## config.mk

```make
export PLATFORM = sky130hd
export DESIGN_NAME = sumador_segmentado
export DESIGN_NICKNAME = d
export VERILOG_FILES = /design/src/rtl/sumador_pkg.sv /design/src/rtl/sumador_n_bits.sv /design/src/rtl/sumador_segmentado.sv
export SDC_FILE = /design/constraint.sdc
export NUM_CORES = 1
export LEC_CHECK = 0
export ABC_AREA = 1
export CAP_MARGIN = 30
export CORE_ASPECT_RATIO = 0.5
export CORE_MARGIN = 2
export CORE_UTILIZATION = 57
export CTS_CLUSTER_DIAMETER = 60
export CTS_CLUSTER_SIZE = 20
export DETAILED_ROUTE_END_ITERATION = 10
export HOLD_SLACK_MARGIN = 0.08
export PLACE_DENSITY = 0.91
export SLEW_MARGIN = 20
export SYNTH_ARGS = -nofsm -noshare
export SYNTH_HDL_FRONTEND = slang
export SYNTH_SLANG_ARGS = --single-unit
```

## constraint.sdc

```tcl
create_clock -name clk -period 3.09 [get_ports clk]
set_input_delay 0.618 -clock clk [delete_from_list [all_inputs] [get_ports clk]]
set_output_delay 0.618 -clock clk [all_outputs]
set_load 0.02 [all_outputs]
```

## src/rtl/sumador_pkg.sv

```systemverilog
// Shared constants, stage-count helper and per-stage control record for the
// segmented pipelined adder.
package sumador_pkg;

  localparam int WIDTH_DEF = 64;
  localparam int SEG_W_DEF = 16;

  function automatic int num_stages(input int width, input int seg_w);
    return width / seg_w;
  endfunction

  // Control travelling with each slot; the segment sums ride alongside it,
  // sized per stage.
  typedef struct packed {
    logic valid;
    logic op_sub;
    logic carry;
  } stage_t;

endpackage

```

## src/rtl/sumador_n_bits.sv

```systemverilog
// Combinational W-bit adder slice; also exposes the carry into its MSB so the
// last slice can flag two's-complement overflow.
module sumador_n_bits #(
  parameter int W = 16
) (
  input  logic [W-1:0] a_i,
  input  logic [W-1:0] b_i,
  input  logic         cin_i,
  output logic [W-1:0] sum_o,
  output logic         cout_o,
  output logic         c_msb_o
);

  logic [W:0] full;

  assign full    = {1'b0, a_i} + {1'b0, b_i} + {{W{1'b0}}, cin_i};
  assign sum_o   = full[W-1:0];
  assign cout_o  = full[W];
  // sum bit = a ^ b ^ carry-in, so the carry into the MSB falls out directly
  assign c_msb_o = a_i[W-1] ^ b_i[W-1] ^ sum_o[W-1];

endmodule

```

## src/rtl/sumador_segmentado.sv

```systemverilog
// Pipelined WIDTH-bit adder/subtractor: one SEG_W-bit slice per stage, carry
// registered between stages, valid/ready handshake with full back-pressure.
module sumador_segmentado
  import sumador_pkg::*;
#(
  parameter int WIDTH = WIDTH_DEF,
  parameter int SEG_W = SEG_W_DEF
) (
  input  logic             clk,
  input  logic             rst_n,
  input  logic             in_valid,
  output logic             in_ready,
  input  logic [WIDTH-1:0] a,
  input  logic [WIDTH-1:0] b,
  input  logic             cin,
  input  logic             op_sub,
  output logic             out_valid,
  input  logic             out_ready,
  output logic [WIDTH-1:0] sum,
  output logic             cout,
  output logic             overflow
);

  localparam int STAGES = num_stages(WIDTH, SEG_W);

  if ((WIDTH % SEG_W) != 0 || STAGES < 1) begin : g_param_chk
    $error("sumador_segmentado: WIDTH must be a non-zero multiple of SEG_W");
  end

  logic adv;

  assign adv      = ~out_valid | out_ready;
  assign in_ready = adv;

  for (genvar k = 0; k < STAGES; k++) begin : g_st
    stage_t                   ctl_q, ctl_d;
    logic [(k+1)*SEG_W-1:0]   sum_q, sum_d;
    logic [SEG_W-1:0]         a_seg, b_raw, b_seg, s_seg;
    logic                     op_sub_k, valid_in, c_in, c_out, c_msb;

    // Stage 0 works straight off the ports; later stages off the skew registers.
    if (k == 0) begin : g_src
      assign a_seg    = a[SEG_W-1:0];
      assign b_raw    = b[SEG_W-1:0];
      assign op_sub_k = op_sub;
      assign valid_in = in_valid;
      assign c_in     = op_sub | cin;
      assign sum_d    = s_seg;
    end else begin : g_src
      assign a_seg    = g_st[k-1].g_skew.a_q[SEG_W-1:0];
      assign b_raw    = g_st[k-1].g_skew.b_q[SEG_W-1:0];
      assign op_sub_k = g_st[k-1].ctl_q.op_sub;
      assign valid_in = g_st[k-1].ctl_q.valid;
      assign c_in     = g_st[k-1].ctl_q.carry;
      assign sum_d    = {s_seg, g_st[k-1].sum_q};
    end

    assign b_seg = b_raw ^ {SEG_W{op_sub_k}};

    sumador_n_bits #(.W(SEG_W)) u_add (
      .a_i    (a_seg),
      .b_i    (b_seg),
      .cin_i  (c_in),
      .sum_o  (s_seg),
      .cout_o (c_out),
      .c_msb_o(c_msb)
    );

    assign ctl_d = '{valid: valid_in, op_sub: op_sub_k, carry: c_out};

    always_ff @(posedge clk or negedge rst_n) begin
      if (!rst_n) begin
        ctl_q <= '0;
        sum_q <= '0;
      end else if (adv) begin
        ctl_q <= ctl_d;
        sum_q <= sum_d;
      end
    end

    // Upper operand segments not yet consumed, shifted down one slice per stage.
    if (k < STAGES-1) begin : g_skew
      logic [WIDTH-(k+1)*SEG_W-1:0] a_q, b_q, a_d, b_d;

      if (k == 0) begin : g_skew_src
        assign a_d = a[WIDTH-1:SEG_W];
        assign b_d = b[WIDTH-1:SEG_W];
      end else begin : g_skew_src
        assign a_d = g_st[k-1].g_skew.a_q[WIDTH-k*SEG_W-1:SEG_W];
        assign b_d = g_st[k-1].g_skew.b_q[WIDTH-k*SEG_W-1:SEG_W];
      end

      always_ff @(posedge clk or negedge rst_n) begin
        if (!rst_n) begin
          a_q <= '0;
          b_q <= '0;
        end else if (adv) begin
          a_q <= a_d;
          b_q <= b_d;
        end
      end
    end

    if (k == STAGES-1) begin : g_last
      logic ovf_q, ovf_d, op_unused;

      assign ovf_d     = c_msb ^ c_out;
      assign op_unused = ctl_q.op_sub;

      always_ff @(posedge clk or negedge rst_n) begin
        if (!rst_n)   ovf_q <= 1'b0;
        else if (adv) ovf_q <= ovf_d;
      end
    end else begin : g_mid
      logic msb_unused;
      assign msb_unused = c_msb;
    end
  end

  assign out_valid = g_st[STAGES-1].ctl_q.valid;
  assign cout      = g_st[STAGES-1].ctl_q.carry;
  assign sum       = g_st[STAGES-1].sum_q;
  assign overflow  = g_st[STAGES-1].g_last.ovf_q;

endmodule

```

Yosys cells after proc, flatten, opt, wreduce, memory -nomap -nowiden. Index checks and enable logic that the tools add are counted.

Add/sub/neg operators: 8. Bitwise operators: 10.

Operators with widths (number): $add 16x16->17 (4); $add 17x1->17 (4); $xor 16x16->16 (4); $xor 1x1->1 (3); $or 1x1->1 (2); $not 1->1 (1).

Bits in registers: 364. Bits of input ports: 134. Output and inout port bits: 68. Word-level logic and storage cells: 40.

Logic depth before layout (Yosys ltp). Gate-level depths: netlist (run 1).

Depth in word-level cells: 5. Mapped depth: 15. Depth with buffers taken out: 13.

By module. From an unflattened synthesis (run 1), not the netlist that was laid out.

Cell total of the unflattened synthesis: 2344. Area, all modules: 18186.2 um2.

By module, submodules not included: sumador_segmentado (times used 1, cells each 1603, area each 14306.2 um2, seq. area each 9108.7 um2); sumador_n_bits at g_st[1].u_add ... (times used 2, cells each 184, area each 970.9 um2, seq. area each 0.0 um2); sumador_n_bits at g_st[3].u_add (times used 1, cells each 188, area each 980.9 um2, seq. area each 0.0 um2); sumador_n_bits at g_st[0].u_add (times used 1, cells each 185, area each 957.2 um2, seq. area each 0.0 um2).

Worst setup path after synthesis (run 1). No wires, ideal clock.

Path type: reg2reg. From: reg g_st[1].ctl_q, in the netlist g_st[2].op_sub_k. To: reg g_st[2].sum_q[40]. Library setup time: 0.117 ns. Data arrival time: 2.295 ns. Data required time: 2.973 ns. Path slack: 0.678 ns. Cell stages (with the launch flop): 13. Path buffers: 2. Clock period less this slack: 2.412 ns. Cell sequence: dfrtp_1 buf_2 buf_4 xnor2_1 fa_1 fa_1 inv_1 nand3_1 nand3_1 a21oi_1 or2_1 nand3_1 nand2_1.

Longest elaborated chain between the ends: 3.

Ends and longest elaborated chain: from (decl) (RTL line sumador_segmentado.sv:36) `stage_t ctl_q, ctl_d;`; from (signal assigned) (RTL line sumador_segmentado.sv:76) `ctl_q <= ctl_d;`; $xor 16x16->16 (RTL line sumador_segmentado.sv:58) `assign b_seg = b_raw ^ {SEG_W{op_sub_k}};`; $add 16x16->17 (RTL line sumador_n_bits.sv:16) `assign full = {1'b0, a_i} + {1'b0, b_i} + {{W{1'b0}}, cin_i};`; $add 17x1->17 (RTL line sumador_n_bits.sv:16); to (signal assigned) (RTL line sumador_segmentado.sv:77) `sum_q <= sum_d;`; to (decl) (RTL line sumador_segmentado.sv:37) `logic [(k+1)*SEG_W-1:0] sum_q, sum_d;`.

No other way between the ends. A chain may end at the register's enable or synchronous reset.

Worst setup path in the final report (run 1).
From: in out_ready. To: out in_ready.

Longest elaborated chain between the ends: 1.

Ends and longest elaborated chain: from (decl) (RTL line sumador_segmentado.sv:18) `input logic out_ready,`; $or 1x1->1 (RTL line sumador_segmentado.sv:32) `assign adv = ~out_valid | out_ready;`; to (decl) (RTL line sumador_segmentado.sv:12) `output logic in_ready,`.

No other way between the ends.

==> impl_metrics.ini, run 1 <==
[flow_run]
max-cap-violations = 0

[worst_setup_path]
reg2reg_slack_ps = 540
path_class = in2out
arrival_ps = 1980
crit_path_end_kind = primary output
crit_required_ps = 2470
critPathLaunchType = input port
cp_max_fo = 6

[global_route]
track_usage_pct = 24.71
grt-ovfl-total = 0
grt_max_degree = 237
antenna_found_initial = 1
grt_pass1_wl_um = 66450
grt_pass1_vias = 13900

[die]
fp.dieH_um = 129.2
core_area_um2 = 30570
rows = 45
io_pins = 202
die_w_um = 254.3
die-area_um2 = 32850
initial_utilization_pct = 58.42

[synthesis]
synth_warnings = 0
synthesis.nets = 2412
synth.distinct_cells = 36
netlist_instances = 2210
synth_seq_area_share_pct = 51.00
netlist_area_um2 = 17860
avgSynthCellArea_um2 = 8.082
synth-seq-cells = 364

[finish]
final_common_cell = nand2_1
layout-drive-gt1-share_pct = 2.792
nets = 2565
fill_cells = 2363
final_cell_mix = 1125 x nand2_1, 364 x dfrtp_1, 200 x clkdlybuf4s50_1, 156 x inv_1, 70 x nand3_1
area.growth.synth_to_final_pct = 15.99

[drt]
ant_nets = 0
first_iter_violations = 1091
vias_per_cell = 5.037
drc = 0
route.vias.total = 14060
dr.pass1.iters = 5
routed_wl_um = 39600
wl_per_cell_um = 14.18

[timing]
setup_violations = 0
worstMarginPinSlew_ps = 1060
fin_setup_tns_ps = 0
fin_crit_sh_pct = 83.93
slew_viol_final = 0
fin_skew_ps = 12.12
max_freq_mhz = 385.6
rsz0062_at_grt = false
slew_headroom_pct = 29.33
period_needed_ps = 2593
finalHoldViolations = 0

[run_status]
status = complete, no violations

[cts]
clock_latency_ps = 540
cts-htree-levels = 1
cts_tree = done
clock-sinks = 364
cts_buffers = 22
clkTransAtPathRegs_ps = 80
cts_root_buf = clkbuf_16
cts.path.max_buffers = 3

[hold_path]
min_path_type = reg2reg

[placed_design]
dpl.hpwl_um = 27640
gp_congestion = 0.8726
io_buffers = 201

[power]
finalPower_mw = 23.03
ir_worst_vdd_mv = 0.4870
power.density_nw_per_um2 = 1112
p_leak_nw = 10.93
## sequential cells by signal, summed over array words and instances (netlist names), 3 cells and up
signal	flops
g_st.valid_in	3
g_st.g_skew.a_q	96
g_st.sum_q	96
g_st.c_in	3
g_st.op_sub_k	3
g_st.g_skew.b_q	96
sum	64
## layer usage
| layer | vias up | routed length [µm] | GRT usage (%) |
|---|---|---|---|
| li1 | 7104 | - | - |
| met4 | 0 | 997 | 7.509 |
| met5 | - | 0 | 0 |
| met3 | 63 | 1507 | 3.214 |
| met1 | 6622 | 17630 | 32.91 |
| met2 | 275 | 19470 | 42.80 |
## metrics by stage
| stage | util [%] | hold WS (ps) | instance area, µm² | std cells | setup WS, ps |
|---|---|---|---|---|---|
| 6_report | 67.76 | 463.3 | 20720 | 2792 | 496.7 |
| 3_3_place_gp | 65.65 | 442.8 | 20070 | 2761 | 73.90 |
| 4_1_cts | 67.72 | 458.0 | 20700 | 2787 | 490.7 |
| 2_1_floorplan | - | 322.4 | 17860 | 2210 | 677.7 |
| 3_5_place_dp | 65.65 | 449.7 | 20070 | 2761 | 26.91 |
| 5_1_grt | 67.73 | 489.6 | 20710 | 2788 | 321.7 |
## worst max-delay path, cell delays in order
cell	delay, ps
clkdlybuf4s50_1	450
nor2_4	280
inv_8	80
clkdlybuf4s50_1	550
## cells by family (layout without fill, tap and decap cells)
family / Yosys count / after routing / synth area share [%]
adders and majority gates: 68 / 68 / 5.100
xor gates and xnor gates: 85 / 85 / 4.168
buffers and inverters: 249 / 403 / 6.564
DFF: 364 / 364 / 51.00
AOI/OAI and AO/OA: 160 / 160 / 4.834
and+or+nand+nor: 1284 / 1284 / 28.34
other: 0 / 5 / 0
## cell usage after synthesis
cell type  instances  area (µm²)
a21o_1             1       7.510
a21oi_1           42       210.2
a21oi_2            5       43.79
a22oi_1            2       15.01
a22oi_2            1       12.51
and2_1             3       18.77
buf_2             37       185.2
buf_4             37       277.8
buf_6              7       78.83
clkbuf_1           7       26.28
dfrtp_1          364        9109
fa_1               8       160.2
ha_1              60       750.7
inv_1            156       585.6
inv_2              5       18.77
nand2_1         1125        4223
nand2_2            3       18.77
nand3_1           70       350.3
nand3_2            2       20.02
nand3b_1          17       127.6
nand4_1            5       31.28
nor2_1            48       180.2
nor2_4             1       11.26
nor3_1             1       5.000
nor3_2             5       50.05
o21a_1             1       7.510
o21ai_0           61       305.3
o21ai_1           40       200.2
o21bai_1           5       37.54
o21bai_2           1       11.26
o22ai_2            1       12.51
or2_0              1       6.260
or2_1              2       12.51
or2_2              1       6.260
xnor2_1           24       210.2
xor2_1            61       534.3
## worst paths after layout
path,from,to,depth (start not counted)
hold / removal,g_st[1].sum_q[25],g_st[2].sum_q[25],2
setup reg to reg,g_st[3].op_sub_k,overflow,11
max in group asynchronous,rst_n,g_st[2].sum_q[1],3
min in group asynchronous,rst_n,g_st[0].g_skew.a_q[3],2
hold reg to reg,g_st[1].sum_q[25],g_st[2].sum_q[25],2
setup / recovery,out_ready,in_ready,4
## layout make-up
cell class / instances / area (µm²) / share of cell area [%]
multi-input cells: 1597 / 7580 / 36.59
diodes: 5 / 12.51 / 0.06040
clock buffers: 23 / 575.6 / 2.778
inverters: 161 / 611.8 / 2.953
flip-flops and latches: 364 / 9109 / 43.97
repair buffers: 217 / 2252 / 10.87
well taps: 423 / 529.3 / 2.555
clock inverters: 2 / 46.29 / 0.2235
## timing repair
item,CTS,global route
gates resized for setup,0,0
setup buffers,0,0
hold buffers,1,0
hold endpoints to repair,51,0
## where the power goes
group | switching, mW | internal, mW | leakage [nW] | total, mW
Sequential | 1.18 | 6.89 | 4.40 | 8.07
Clock | 1.55 | 1.42 | 0.304 | 2.97
Combinational | 7.38 | 4.61 | 6.23 | 12.0
(Power assumes the default switching activity.)
==> run 2, diff against run 1 <==
--- a/config.mk
+++ b/config.mk
@@ -9,12 +9,12 @@
 export CAP_MARGIN = 30
 export CORE_ASPECT_RATIO = 0.5
 export CORE_MARGIN = 2
-export CORE_UTILIZATION = 57
+export CORE_UTILIZATION = 51
 export CTS_CLUSTER_DIAMETER = 60
 export CTS_CLUSTER_SIZE = 20
 export DETAILED_ROUTE_END_ITERATION = 10
 export HOLD_SLACK_MARGIN = 0.08
-export PLACE_DENSITY = 0.91
+export PLACE_DENSITY = 0.86
 export SLEW_MARGIN = 20
 export SYNTH_ARGS = -nofsm -noshare
 export SYNTH_HDL_FRONTEND = slang
==> constraint.sdc (replaced) <==
create_clock -name clk -period 2.1 [get_ports clk]
set_input_delay 0.42 -clock clk [delete_from_list [all_inputs] [get_ports clk]]
set_output_delay 0.42 -clock clk [all_outputs]
set_load 0.02 [all_outputs]
==> run 2 against run 1 <==
Effect of this change: the run now ends with setup timing left; cell count grew 6.4%; critical path depth increased by 7; clock skew up 5.6 ps; count of clock-buffer cells in the layout is the same; combinational power up 92%; highest routed layer unchanged; sequential share of layout area fell by 3.4 points; utilization decreased by 2.6 points; sequential power up 49%; die area grew 11%; non-clock buffer count rose by 122; total power up 72%.
==> impl_metrics.ini, run 2 (synthesis gave the netlist of run 1 again) <==
[run_status]
status = finished with violations
violations = setup timing

[timing]
period_needed_ps = 2257
setup_violations = 28
finalHoldViolations = 0
slew_viol_final = 0
setup_slack_ps = -157.3
max_freq_mhz = 443.0
fin_skew_ps = 17.69
worstMarginPinSlew_ps = 467.8
hold_slack_ps = 332.8
fin_crit_sh_pct = 107.5
rsz0062_at_grt = true
slew_headroom_pct = 68.81

[cts]
cts_tree = done
cts.path.max_buffers = 3
clkTransAtPathRegs_ps = 90
clock-sinks = 364
cts_buffers = 23
cts-htree-levels = 1
cts_root_buf = clkbuf_16
clock_latency_ps = 560

[worst_setup_path]
path_buf_inv = 2
critPathLaunchType = flop
cpPeakStageDelay_ps = 450
cp_cell_sequence = xnor2_4 -> fa_2 -> fa_2 -> inv_2 -> nand2_2 -> nand2_2 -> nand2_4 -> o21bai_4 -> buf_4 -> xnor2_1 -> o21ai_1
crit_family = adder cells
crit_path_end_kind = flop
cp_max_fo = 3
crit_required_ps = 2520
path_class = reg2reg
arrival_ps = 2670
crit_slowest_cell = dfrtp_2

[drt]
dr.pass1.iters = 7
ant_nets = 0
routed_wl_um = 43100
wl_per_cell_um = 14.50
drc = 0
route.vias.total = 14690
first_iter_violations = 1081
vias_per_cell = 4.942

[power]
ir_worst_vdd_mv = 0.7932
p_clk_share_pct = 11.5
power.internal_mw = 22.55
combPwrFrac_pct = 58.1
power_frac_seq_pct = 30.4
switchingPower_mw = 17.01
power.density_nw_per_um2 = 1761
p_leak_nw = 11.75
swShare_pct = 42.99

[finish]
final_core_util_pct = 65.15
nets = 2688
fill_cells = 2770
final_common_cell = nand2_1
reg_top3 = g_st.g_skew.a_q: 96 flops, g_st.g_skew.b_q: 96 flops, g_st.sum_q: 96 flops
final_cell_mix = 1093 x nand2_1, 359 x dfrtp_1, 197 x clkdlybuf4s50_1, 148 x inv_1, 107 x buf_4
multi_input_area_um2 = 8112
seqCellArea_um2 = 9115
layout-drive-gt1-share_pct = 11.93
area.growth.synth_to_final_pct = 25.75

[global_route]
track_usage_pct = 22.93
grt_max_degree = 112
grt-ovfl-total = 0
grt_pass1_vias = 14180
antenna_found_initial = 8
grt_pass1_wl_um = 68170

[die]
die_w_um = 268.7
io_pins = 202
initial_utilization_pct = 51.81
core_area_um2 = 34470
fp.dieH_um = 136.3
die-area_um2 = 36630
rows = 48

[placed_design]
io_buffers = 201
dpl.hpwl_um = 29450
gp_congestion = 0.8649

[flow_run]
max-cap-violations = 0

[hold_path]
min_path_type = in2async
run 2: changes by cell type in the layout (fill, tap and decap cells not counted), moves of 9 or more:
cell     before   now
buf_12        9    18
a21oi_2       5    14
a21oi_1      42    32
nand3_2       2    14
nand2_2       3    30
buf_6         0    10
nand2_1    1125  1093
xnor2_1      24    12
nand3_1      70    52
buf_4         6   107
run 2: path summary, 6_finish.rpt:
check | startpoint | to | slack [ps] | depth (start not counted)
setup / recovery | g_st[3].op_sub_k | sum[54] | -160 | 11
hold / removal | rst_n | g_st[0].g_skew.b_q[4] | 330 | 2
setup reg to reg | g_st[3].op_sub_k | sum[54] | -160 | 11
hold reg to reg | g_st[3].valid_in | out_valid | 460 | 2
max in group asynchronous | rst_n | g_st[3].op_sub_k | 1040 | 3
min in group clk | b[33] | g_st[0].g_skew.b_q[17] | 390 | 3
run 2: power groups by stage:
stage | registers, mW | clock network (mW) | logic (mW)
finish | 12.0 | 4.54 | 23.0
global route | 12.4 | 4.90 | 25.4
CTS | 12.0 | 4.63 | 21.1
detailed placement | 12.1 | 0 | 20.1
global placement | 12.0 | 0 | 19.5
floorplan | 12.3 | 0 | 12.6
run 2: stage by stage:
step / cells / area [µm²] / setup TNS [ps] / setup slack, ps / total power [mW]
final: 2972 / 22460 / -2057 / -157.3 / 39.56
after global routing: 2972 / 22460 / -4800 / -272.9 / 42.65
after CTS: 2949 / 22000 / -591.3 / -95.46 / 37.71
after detailed placement: 2909 / 21060 / -11970 / -655.9 / 32.14
after global placement: 2909 / 21060 / -8882 / -601.4 / 31.44
after floorplan: 2210 / 18030 / -1192 / -177.1 / 24.95
run 2: routing by layer:
| layer | track usage (%) | vias to the layer above | routed length [µm] |
|---|---|---|---|
| li1 | - | 7346 | - |
| met1 | 30.10 | 6958 | 18530 |
| met2 | 39.52 | 294 | 21570 |
| met3 | 2.789 | 91 | 1536 |
| met4 | 8.179 | 0 | 1464 |
| met5 | 0 | - | 0 |
run 2: timing repair:
action | CTS | global route
resized for setup | 47 | 81
gates cloned | 1 | 1
endpoints found under the setup margin | 49 | 45
setup buffers | 10 | 15
hold endpoints to repair | 35 | 0
hold buffers | 1 | 0
pin swaps | 16 | 40
run 2: area by class of cell:
class,instances,area share [%]
diodes,8,0.08913
clock buffers,23,2.563
clock inverters,5,0.3510
inverters,161,2.724
multi-input cells,1597,36.11
flip-flops and latches,364,40.58
well taps,475,2.646
repair buffers,339,14.93
run 2: worst register-to-register path, cell delays in order (launching register included):
cell,delay (ps)
dfrtp_2,450
xnor2_4,150
fa_2,380
fa_2,360
inv_2,80
nand2_2,60
nand2_2,110
nand2_4,70
o21bai_4,150
buf_4,140
xnor2_1,110
o21ai_1,70
